`config.mk`:
```
export PLATFORM = sky130hd
export DESIGN_NAME = pipe_result_collector
export DESIGN_NICKNAME = d
export VERILOG_FILES = /design/src/rtl/pipe_pkg.sv /design/src/rtl/pipe_res_fifo.sv /design/src/rtl/pipe_result_collector.sv
export SDC_FILE = /design/constraint.sdc
export NUM_CORES = 1
export LEC_CHECK = 0
export CAP_MARGIN = 5
export CELL_PAD_IN_SITES_DETAIL_PLACEMENT = 0
export CELL_PAD_IN_SITES_GLOBAL_PLACEMENT = 1
export CORE_MARGIN = 2
export CORE_UTILIZATION = 52
export DETAILED_ROUTE_END_ITERATION = 10
export DONT_BUFFER_PORTS = 1
export GPL_TIMING_DRIVEN = 0
export PLACE_DENSITY_LB_ADDON = 0.1
export SLEW_MARGIN = 20
export SYNTH_ARGS = -nofsm -noshare
export SYNTH_HDL_FRONTEND = slang
export SYNTH_SLANG_ARGS = --single-unit
```
`constraint.sdc`:
```
create_clock -name clk -period 3.7 [get_ports clk]
set_input_delay 0.74 -clock clk [delete_from_list [all_inputs] [get_ports clk]]
set_output_delay 0.74 -clock clk [all_outputs]
set_load 0.01 [all_outputs]
```
`src/rtl/pipe_pkg.sv`:
```
// Shared sizing for pipe_ex and its result collector.
// Both blocks import these so widths and latency stay in lockstep.
package pipe_pkg;

  localparam int PIPE_N     = 10;
  localparam int PIPE_LAT   = 3;
  localparam int PIPE_DEPTH = 4;
  localparam int PIPE_CW    = $clog2(PIPE_DEPTH + 1);

endpackage

```
`src/rtl/pipe_res_fifo.sv`:
```
// Synchronous result FIFO with a registered head.
// The head register keeps its last value once the FIFO drains.
module pipe_res_fifo
  import pipe_pkg::*;
#(
  parameter int W     = PIPE_N,
  parameter int DEPTH = PIPE_DEPTH,
  parameter int CW    = $clog2(DEPTH + 1)
) (
  input  logic          clk,
  input  logic          rst,
  input  logic          i_push,
  input  logic [W-1:0]  i_din,
  input  logic          i_pop,
  output logic          o_full,
  output logic          o_empty,
  output logic [CW-1:0] o_count,
  output logic [W-1:0]  o_head
);

  localparam int AW = $clog2(DEPTH);

  logic [W-1:0]  r_mem [DEPTH];
  logic [AW-1:0] r_wptr;
  logic [AW-1:0] r_rptr;
  logic [CW-1:0] r_count;
  logic [W-1:0]  r_head;

  logic [AW-1:0] w_rnext;
  logic [CW-1:0] w_cnext;

  assign w_rnext = r_rptr + AW'(i_pop);
  assign w_cnext = r_count + CW'(i_push) - CW'(i_pop);

  assign o_full  = (r_count == CW'(DEPTH));
  assign o_empty = (r_count == '0);
  assign o_count = r_count;
  assign o_head  = r_head;

  always_ff @(posedge clk) begin
    if (i_push) begin
      r_mem[r_wptr] <= i_din;
    end
  end

  always_ff @(posedge clk or posedge rst) begin
    if (rst) begin
      r_wptr  <= '0;
      r_rptr  <= '0;
      r_count <= '0;
      r_head  <= '0;
    end else begin
      r_wptr  <= r_wptr + AW'(i_push);
      r_rptr  <= w_rnext;
      r_count <= w_cnext;
      // New head may be the word being written this very edge
      if (w_cnext != '0) begin
        if (i_push && (r_wptr == w_rnext)) begin
          r_head <= i_din;
        end else begin
          r_head <= r_mem[w_rnext];
        end
      end
    end
  end

endmodule

```
`src/rtl/pipe_result_collector.sv`:
```
// Collects pipe_ex results into a FIFO, tracking in-flight ops
// to issue credit, and keeping overflow and throughput stats.
module pipe_result_collector
  import pipe_pkg::*;
#(
  parameter int N     = PIPE_N,
  parameter int LAT   = PIPE_LAT,
  parameter int DEPTH = PIPE_DEPTH,
  localparam int CW   = $clog2(DEPTH + 1)
) (
  input  logic          clk,
  input  logic          rst,
  input  logic          op_valid,
  input  logic [N-1:0]  f_in,
  input  logic          out_ready,
  output logic          out_valid,
  output logic [N-1:0]  out_data,
  output logic          issue_ok,
  output logic [CW-1:0] count,
  output logic          overflow,
  output logic [15:0]   results_total
);

  logic [LAT-1:0] r_sr;
  logic           r_ovf;
  logic [15:0]    r_total;

  logic           w_arrival;
  logic           w_pop;
  logic           w_push;
  logic           w_drop;
  logic           w_full;
  logic           w_empty;
  logic [31:0]    w_credit;

  assign w_arrival = r_sr[LAT-1];
  assign w_pop     = out_valid & out_ready;
  assign w_push    = w_arrival & (~w_full | w_pop);
  assign w_drop    = w_arrival & w_full & ~w_pop;

  assign out_valid = ~w_empty;

  // Pops are ignored so credit is never over-granted
  assign w_credit = 32'(count) + 32'($countones(r_sr));
  assign issue_ok = (w_credit < 32'(DEPTH));

  assign overflow      = r_ovf;
  assign results_total = r_total;

  always_ff @(posedge clk or posedge rst) begin
    if (rst) begin
      r_sr    <= '0;
      r_ovf   <= 1'b0;
      r_total <= '0;
    end else begin
      r_sr <= LAT'({r_sr, op_valid});
      if (w_drop) begin
        r_ovf <= 1'b1;
      end
      if (w_push) begin
        r_total <= r_total + 16'd1;
      end
    end
  end

  pipe_res_fifo #(
    .W     (N),
    .DEPTH (DEPTH),
    .CW    (CW)
  ) u_fifo (
    .clk     (clk),
    .rst     (rst),
    .i_push  (w_push),
    .i_din   (f_in),
    .i_pop   (w_pop),
    .o_full  (w_full),
    .o_empty (w_empty),
    .o_count (count),
    .o_head  (out_data)
  );

endmodule

```
==> results of run 1 <==
worst max-delay path, stage by stage, from the launching register on:
cell      delay (ns)
dfrtp_1         0.48
or4b_1          0.55
clkbuf_1        0.21
nand2_2         0.18
ha_1            0.15
inv_1           0.04
ha_1            0.19
fa_1            0.38
xnor3_1         0.23
or3_4           0.36
buf_2           0.19
and3_1          0.16
a221o_1         0.27
synth_stat cells:
cell type / instances / area share, %
edfxtp_1: 40 / 38
dfrtp_1: 37 / 29
and3_1: 11 / 2.2
nand2_1: 11 / 1.3
xnor2_1: 11 / 3.0
a221o_1: 10 / 3.2
mux4_4: 10 / 7.9
inv_1: 9 / 1.1
xor2_1: 7 / 1.9
ha_1: 6 / 2.4
nor2_1: 5 / 0.59
nor3_1: 5 / 0.79
nand3_1: 4 / 0.63
nand4_1: 4 / 0.79
and4_1: 3 / 0.83
buf_2: 3 / 0.47
clkbuf_1: 2 / 0.24
fa_1: 2 / 1.3
xnor3_1: 2 / 1.4
a311oi_1: 1 / 0.28
and2_1: 1 / 0.20
buf_6: 1 / 0.36
clkinv_1: 1 / 0.12
nor2b_4: 1 / 0.43
nor4_1: 1 / 0.20
o21bai_1: 1 / 0.24
or3_1: 1 / 0.20
or3_2: 1 / 0.24
or3_4: 1 / 0.36
or4b_1: 1 / 0.32
power by group:
part	switching [uW]	leakage (uW)	internal, uW	total, uW
logic	541	0.000478	650	1190
registers	220	0.000810	1150	1370
clock network	304	0.0000968	308	612
flip-flops by register name, indices dropped and copies added, names as in the netlist:
name	cells
u_fifo.r_mem	40
results_total	16
u_fifo.o_head	10
r_sr	3
u_fifo.o_count	3
u_fifo.r_rptr	2
u_fifo.r_wptr	2
overflow	1
metrics by stage:
step	worst slack [ns]	area, sq um
floorplan	0.2603	3169
global placement	-0.02826	3263
detailed placement	-0.1294	3276
CTS	0.08060	3465
global route	0.006774	3467
finish	0.1854	3467
what timing repair did:
action	in CTS	in global routing
setup buffers	0	0
resized for setup	0	1
endpoints found under the setup margin	0	10
routing by layer:
metal	GRT usage (%)	wire [um]
met1	25.26	2533
met2	31.63	2973
met3	4.725	288
met4	10.33	116
met5	0	0
how the worst max path moves through the flow:
stage / from / end / slack (ns) / cells after the start
floorplan: out_ready / u_fifo.o_head[0] / 0.26 / 12
global placement: out_ready / u_fifo.o_head[3] / -0.03 / 12
detailed placement: out_ready / u_fifo.o_head[3] / -0.13 / 12
CTS: u_fifo.o_count[1] / u_fifo.o_head[4] / 0.08 / 12
global route: u_fifo.o_count[1] / u_fifo.o_head[4] / 0.007 / 12
finish: u_fifo.o_count[1] / u_fifo.o_head[4] / 0.19 / 12
area by class of cell:
class,instances,share of cell area [%]
Buffer,6,0.9744
Clock buffer,9,3.573
Clock inverter,7,1.877
Inverter,10,1.083
Multi-Input combinational cell,100,28.22
Sequential cell,77,61.35
Tap cell,75,2.707
Timing Repair Buffer,1,0.2165
kinds of logic after synthesis:
kind of cell / after synthesis
adders and majority gates: 8
buffers and inverters: 16
muxes: 10
DFF: 77
AOI/OAI and AO/OA: 12
and+or+nand+nor: 50
xor gates and xnor gates: 20
==> impl_results.md, run 1 <==
- Dpl hpwl: 3866 um
- Critical Path End Type: register
- Core area: between 5000 and 6000 sq um
- Worst R2R Setup Slack: 0.19 ns
- Reg2reg end: u_fifo.o_head[4]
- Vias in the first global route: around 1800
- Cts bufs inserted: 9
- Ant. Diodes: 0
- Worst Skew: between 0.009 and 0.01 ns
- Slew @ Worst Pin: around 1.1 ns
- Synthesized area: between 3000 and 4000 sq um
- Die height: a little over 80 um
- Largest net degree at the start of global routing: 38
- Maximum VDD drop: between 400 and 500 uV
- Worst Hold Path EP: r_sr[2]
- Setup Viol. Count Final: 0
- Arrival time at the worst endpoint: 3.74 ns
- Final TNS setup: 0 ns
- Commonest non-fill, non-tap cell in the layout: edfxtp_1
- Netlist cell types: 30
- IO Port Bufs: 0
- Multi-input gate area: between 900 and 1000 sq um
- Relative slew slack: between 20% and 30%
- Worst skew pair latency: 0.35 ns
- Sequential area share after synthesis: between 60 and 70%
- Wire length per cell: slightly above 20 um
- Register Area: between 2000 and 2500 sq um
- Final core occ: roughly three fifths
- Pleak: between 0.001 and 0.0015 uW
- Root Buffer Master: clkbuf_8
- Worst hold start: r_sr[1]
- Unrepaired setup endpoints after global routing: no
- Syn nets: around 220
- Post-synthesis xor/xnor area fraction: roughly 6.4%
- DRT iter0 DRCs: 140
- DR vias/cell: just under 6
- Sink Count: 77
- Worst r2r path cells: 12
- Initial antenna violation count: 0
- CTS tree: yes
- Global-route wire length before repair: a little over 9000 um
- Placed cells: between 200 and 300
- IO Pins: 46
- Post-Synth Adder-Cell Area: roughly 3.6%
- Post-Syn Area per Cell: 16.42 sq um
- Htree depth: 3
- WL final: 5912 um
- Total power: about 3200 uW
- PwrDens: ~900 nW/um^2
- Routed Antenna Nets: 0
- Synth Area in Compound Gates: about 3.7%
- Die W: between 80 and 90 um
- Worst min path class: register to register
- Area growth syn-to-layout: 9.396%
- Total gr overflow: 0
- Final Wtd Congestion: 0.7157
- Fin crit share: a little over nine tenths
- Reg clk slew, reported paths: 0.08 ns
- #FFs+latches synth: 77
- Die area: 6735 sq um
- DR vias: 1672
- Largest fanout on the critical path: 10
- DRC Markers: 0
- Max Cap Viol: 0
- Synth Instances: 193
- Number of failing hold endpoints at the final stage: 0
- CTS Hold Buffers Added: 0
- Max frequency: around 280 MHz
- Final non-filler cell total: approximately 290
- # fillers: approximately 470
- Row Count: 28
- CP Launch Type: register
- Max Slew Vio Count: 0
- Main combinational cell family by area after synthesis: simple AND/OR/NAND/NOR gates
- Multiplexer area fraction after synthesis: under 10%
- # nets final: ~230
- Status: completed
- Synth warnings: 0
- Total iterations of the first detailed-routing run: 4
- Synth Area in Simple Gates: a little under a tenth
- Hold WS: 0.3981 ns
- FF-to-FF Start: u_fifo.o_count[1]
- Largest buffer count on any clock path: 2
- Initial Util: between 50 and 60%
- Critical Path RT: approximately 3.9 ns
- Clock period minus worst slack: 3.515 ns
- Most frequent cells in the layout: edfxtp_1, dfrtp_1, xnor2_1, and3_1
- Layout cell share with drive strength beyond 1: 17.14%
- GRT Util Overall: between 10% and 20%
- Setup Crit Path Kind: register to register
- Hold Path Depth: 0
Power figures use the tool's default switching activity.
==> run 2: changes to the inputs <==
- MAX_ROUTING_LAYER: not set -> met4
==> run 2 against run 1 <==
  * Global-route usage grew 0.58 points
  * Critical path depth is the same
  * Sequential share of layout area is the same
  * Critical path type unchanged
  * Largest cell class unchanged
  * Largest power group unchanged
==> impl_results.md, run 2 (synthesized netlist as in run 1, its figures left out) <==
- Clock period minus worst slack: 3.522 ns
- CP Launch Type: register
- Max Cap Viol: 0
- # fillers: 468
- DRT iter0 DRCs: 150
- Arrival time at the worst endpoint: around 3.8 ns
- IO Pins: 46
- WL final: 5955 um
- Root Buffer Master: clkbuf_8
- # nets final: approximately 230
- Reg clk slew, reported paths: 0.08 ns
- Postcts setup bufs: 0
- CTS tree: yes
- Worst R2R Setup Slack: between 0.15 and 0.2 ns
- DR vias/cell: 5.919
- Clock Power Share: between 10% and 20%
- Largest net degree at the start of global routing: 38
- Setup WS post-layout: approximately 0.18 ns
- Setup Crit Path Kind: register to register
- Sink Count: 77
- Placed cells: 269
- Setup Viol. Count Final: 0
- Multi-input gate area: 978.4 sq um
- Vias in the first global route: about 1800
- Max frequency: 283.9 MHz
- Critical Path RT: about 3.9 ns
- Core area: between 5000 and 6000 sq um
- Number of failing hold endpoints at the final stage: 0
- Hold Path Depth: 0
- Htree depth: 3
- Unrepaired setup endpoints after global routing: no
- Post-CTS sizing: 0
- Net switching power: approximately 1100 uW
- Register name with the most flops: u_fifo.r_mem
- Seq pwr share: 43.2%
- DRC Markers: 0
- FF-to-FF Start: u_fifo.o_count[1]
- Layout cell share with drive strength beyond 1: 17.14%
- Delay-heaviest family, CP: simple AND/OR/NAND/NOR gates
- Slowest-stage cell, CP: or4b_1
- Largest buffer count on any clock path: 2
- CP Cell Sequence: or4b_1 -> clkbuf_1 -> nand2_2 -> ha_1 -> inv_1 -> ha_1 -> fa_1 -> xnor3_1 -> or3_4 -> buf_2 -> and3_1 -> a221o_1
- Routed Antenna Nets: 0
- PwrDens: slightly above 900 nW/um^2
- Area growth syn-to-layout: 9.396%
- Row Count: 28
- Ant. Diodes: 0
- IO Port Bufs: 0
- Cts bufs inserted: 9
- Worst Skew: 0.005026 ns
- Largest fanout on the critical path: 10
- Commonest non-fill, non-tap cell in the layout: edfxtp_1
- Final Wtd Congestion: between 0.7 and 0.8
- Initial Util: roughly 54%
- CTS Hold Buffers Added: 0
- Buffers & Inverters on Critical Path: 3
- Critical Path End Type: register
- Wire length per cell: 20.89 um
- Max Slew Vio Count: 0
- Fin crit share: 95.20%
- Global-route wire length before repair: ~9300 um
- Total power: between 3000 and 4000 uW
- Status: completed
- Die W: 82.07 um
- Slew @ Worst Pin: between 1 and 1.5 ns
- Worst hold start: r_sr[1]
- Worst r2r path cells: 12
- Most used cell, CP: ha_1
- Worst min path class: register to register
- Final non-filler cell total: ~290
- GRT Util Overall: roughly 20%
- Most frequent cells in the layout: edfxtp_1, dfrtp_1, xnor2_1, and3_1
- Number of flip-flops under the largest register name: 40
- Pleak: between 0.001 and 0.0015 uW
- Final core occ: about three fifths
- Maximum VDD drop: between 400 and 500 uV
- Total iterations of the first detailed-routing run: 4
- Total gr overflow: 0
- Register Area: approximately 2100 sq um
- Relative slew slack: around 29%
- Die height: a little over 80 um
- Die area: 6735 sq um
- Worst Hold Path EP: r_sr[2]
- Int Power: about 2100 uW
- Worst skew pair latency: 0.35 ns
- CP max stage delay: 0.55 ns
- DR vias: roughly 1700
- Pre-CTS WS: -0.1294 ns
- Reg2reg end: u_fifo.o_head[4]
- Comb pwr share: approximately 38%
- Initial antenna violation count: 0
- Sw frac: ~34%
- Hold WS: 0.3963 ns
- Dpl hpwl: between 3000 and 4000 um
==> run 2: cell counts in the layout (fill, tap and decap cells not counted) <==
No cell type changed its count.
==> run 2: metrics by stage <==
stage                     setup TNS [ns]  area [sq um]
after floorplan                        0          3169
after global placement          -0.08978          3263
after detailed placement          -1.102          3276
after CTS                              0          3465
after global routing                   0          3467
final                                  0          3467
==> run 2: worst max-delay path by stage <==
| stage | startpoint | to | slack (ns) | cells after the start |
|---|---|---|---|---|
| final | u_fifo.o_count[1] | u_fifo.o_head[4] | 0.18 | 12 |
| after global routing | u_fifo.o_count[1] | u_fifo.o_head[4] | 0.007 | 12 |
| after CTS | u_fifo.o_count[1] | u_fifo.o_head[4] | 0.08 | 12 |
| after detailed placement | out_ready | u_fifo.o_head[3] | -0.13 | 12 |
| after global placement | out_ready | u_fifo.o_head[3] | -0.03 | 12 |
| after floorplan | out_ready | u_fifo.o_head[0] | 0.26 | 12 |
==> run 2: cell type report <==
type                            instances  share of cell area [%]
Buffer                                  6                  0.9744
Clock buffer                            9                   3.573
Clock inverter                          7                   1.877
Inverter                               10                   1.083
Multi-Input combinational cell        100                   28.22
Sequential cell                        77                   61.35
Tap cell                               75                   2.707
Timing Repair Buffer                    1                  0.2165
==> run 2: per-layer routing <==
metal / up-vias / global-route usage [%] / wire length (um)
li1: 750 / - / -
met1: 876 / 25.34 / 2543
met2: 48 / 31.63 / 2971
met3: 13 / 4.615 / 302
met4: 0 / 10.33 / 138
met5: - / - / 0
==> run 2: power groups by stage <==
stage | combinational, uW | sequential (uW) | clock [uW]
2_1_floorplan | 962 | 1340 | 0
3_3_place_gp | 1160 | 1380 | 0
3_5_place_dp | 1210 | 1390 | 0
4_1_cts | 1210 | 1380 | 623
5_1_grt | 1300 | 1400 | 665
6_report | 1200 | 1370 | 611
==> run 3: changes to the inputs <==
- CORE_MARGIN: 2 -> 3
==> run 3 against run 2 <==
  * Via count is 0.41% higher
  * Sequential share of layout area is 1.0 points lower
  * Sequential cell count stayed put
  * Combinational power hardly changed
  * Clock-buffer cell count is 2 higher
  * Register-to-register slack better by 0.05 ns
  * Total power is 2.8% higher
  * Critical path depth stayed put
  * Sequential power hardly changed
  * Worst setup slack better by 0.045 ns
  * Routed wire length is 0.82% higher
  * Die area is 4.9% higher
  * Critical path type unchanged
  * Largest cell class unchanged
==> impl_results.md, run 3 (synthesized netlist as in run 1, its figures left out) <==
- Worst Skew: ~0.013 ns
- Hold WS: 0.2642 ns
- PwrDens: ~930 nW/um^2
- Worst min path class: input pin to asynchronous set/reset pin
- CTS tree: yes
- Maximum VDD drop: 437.5 uV
- IO Port Bufs: 0
- Die height: roughly 84 um
- # nets final: roughly 230
- Die area: ~7000 sq um
- Total power: around 3300 uW
- Total gr overflow: 0
- DRC Markers: 0
- Sink Count: between 70 and 80
- Critical Path RT: 3.93 ns
- Register name with the most flops: u_fifo.r_mem
- Largest buffer count on any clock path: 2
- Setup Crit Path Kind: register to register
- Setup Viol. Count Final: 0
- Met2 Resource Use GR: roughly 30%
- Die W: approximately 84 um
- Global-route wire length before repair: between 9000 and 10000 um
- Max Cap Viol: 0
- Core area: ~5700 sq um
- Initial antenna violation count: 0
- Wire length per cell: about 21 um
- Routed Antenna Nets: 0
- CP Launch Type: register
- Row Count: 27
- Cts bufs inserted: 9
- Area growth syn-to-layout: 11.21%
- Critical Path End Type: register
- Final core occ: between 60% and 70%
- WL final: about 6000 um
- Reg clk slew, reported paths: approximately 0.080 ns
- Most crowded layer after global routing: met2
- Final non-filler cell total: between 200 and 300
- Relative slew slack: about a third
- Fin crit share: between 90 and 100%
- Initial Util: 55.51%
- DRT iter0 DRCs: 92
- Arrival time at the worst endpoint: roughly 3.7 ns
- Most frequent cells in the layout: edfxtp_1, dfrtp_1, xnor2_1, and3_1
- Worst skew pair latency: about 0.34 ns
- Htree depth: 3
- Total iterations of the first detailed-routing run: 4
- DR vias: about 1700
- Pleak: 0.001410 uW
- DR vias/cell: approximately 6
- Largest fanout on the critical path: 10
- Postcts setup bufs: 0
- Met1 Track Usage GR: approximately a quarter
- Vias in the first global route: ~1900
- Status: completed
- Max frequency: approximately 290 MHz
- GRT Util Overall: between 10% and 20%
- Met3 usage: roughly 4.3%
- Pre-CTS WS: -0.1370 ns
- Number of flip-flops under the largest register name: 40
- Setup WS post-layout: roughly 0.22 ns
- Slew @ Worst Pin: a little under 1 ns
- Root Buffer Master: clkbuf_8
- Placed cells: between 200 and 300
- Largest net degree at the start of global routing: 23
- Max Slew Vio Count: 0
- Dpl hpwl: between 4000 and 5000 um
- IO Pins: between 40 and 50
- Layout cell share with drive strength beyond 1: about 18%
- Commonest non-fill, non-tap cell in the layout: edfxtp_1
- Clock period minus worst slack: approximately 3.5 ns
- Ant. Diodes: 0
- Final Wtd Congestion: between 0.7 and 0.8
- Unrepaired setup endpoints after global routing: no
- Number of failing hold endpoints at the final stage: 0
run 3: path summary, 6_finish.rpt:
path                            cells after the start               from          endpoint  slack, ns
worst max-delay path                               12  u_fifo.o_count[1]  u_fifo.o_head[4]       0.22
worst min-delay path                                1                rst  u_fifo.o_head[2]       0.26
worst max register to register                     12  u_fifo.o_count[1]  u_fifo.o_head[4]       0.22
worst min register to register                      0            r_sr[1]           r_sr[2]       0.41
max in group asynchronous                           2                rst  u_fifo.o_head[0]       2.98
min in group clk                                    0            r_sr[1]           r_sr[2]       0.41
run 3: worst max-delay path: stages (launching register included):
cell	delay, ns
dfrtp_1	0.47
or4b_1	0.55
clkbuf_1	0.21
nand2_2	0.18
ha_1	0.15
inv_1	0.04
ha_1	0.18
fa_1	0.38
xnor3_1	0.21
or3_4	0.37
buf_2	0.20
and3_1	0.16
a221o_1	0.27
run 3: per-stage QoR:
stage | instance area (sq um) | setup TNS [ns]
finish | 3525 | 0
global route | 3525 | 0
CTS | 3522 | 0
detailed placement | 3299 | -1.134
global placement | 3259 | -0.03873
floorplan | 3169 | 0
run 3: metal layers:
| layer | wire length [um] | part of all wire, % | up-vias |
|---|---|---|---|
| met5 | 0 | 0 | - |
| met4 | 80 | 1.3 | 0 |
| met3 | 306 | 5.1 | 9 |
| met2 | 3038 | 51 | 44 |
| met1 | 2580 | 43 | 888 |
| li1 | - | - | 753 |
run 3: layout make-up:
class	count	area, sq um
well taps	72	90.09
fillers	426	2185
inverters	10	37.54
clock buffers	11	141.4
clock inverters	5	81.33
multi-input cells	100	978.4
flip-flops and latches	77	2127
plain buffers	6	33.78
repair buffers	2	35.03
run 3: where the power goes:
part,leakage (uW),switching (uW),total (uW),internal (uW)
Clock,0.000110,304,704,400
Combinational,0.000490,538,1190,652
Sequential,0.000810,224,1380,1150
run 3: timing repair:
item                                    4_1_cts  5_1_grt
hold buffers                                  0        0
endpoints found under the setup margin        0        8
gates resized for setup                       0        1
endpoints found under the hold margin         0        0
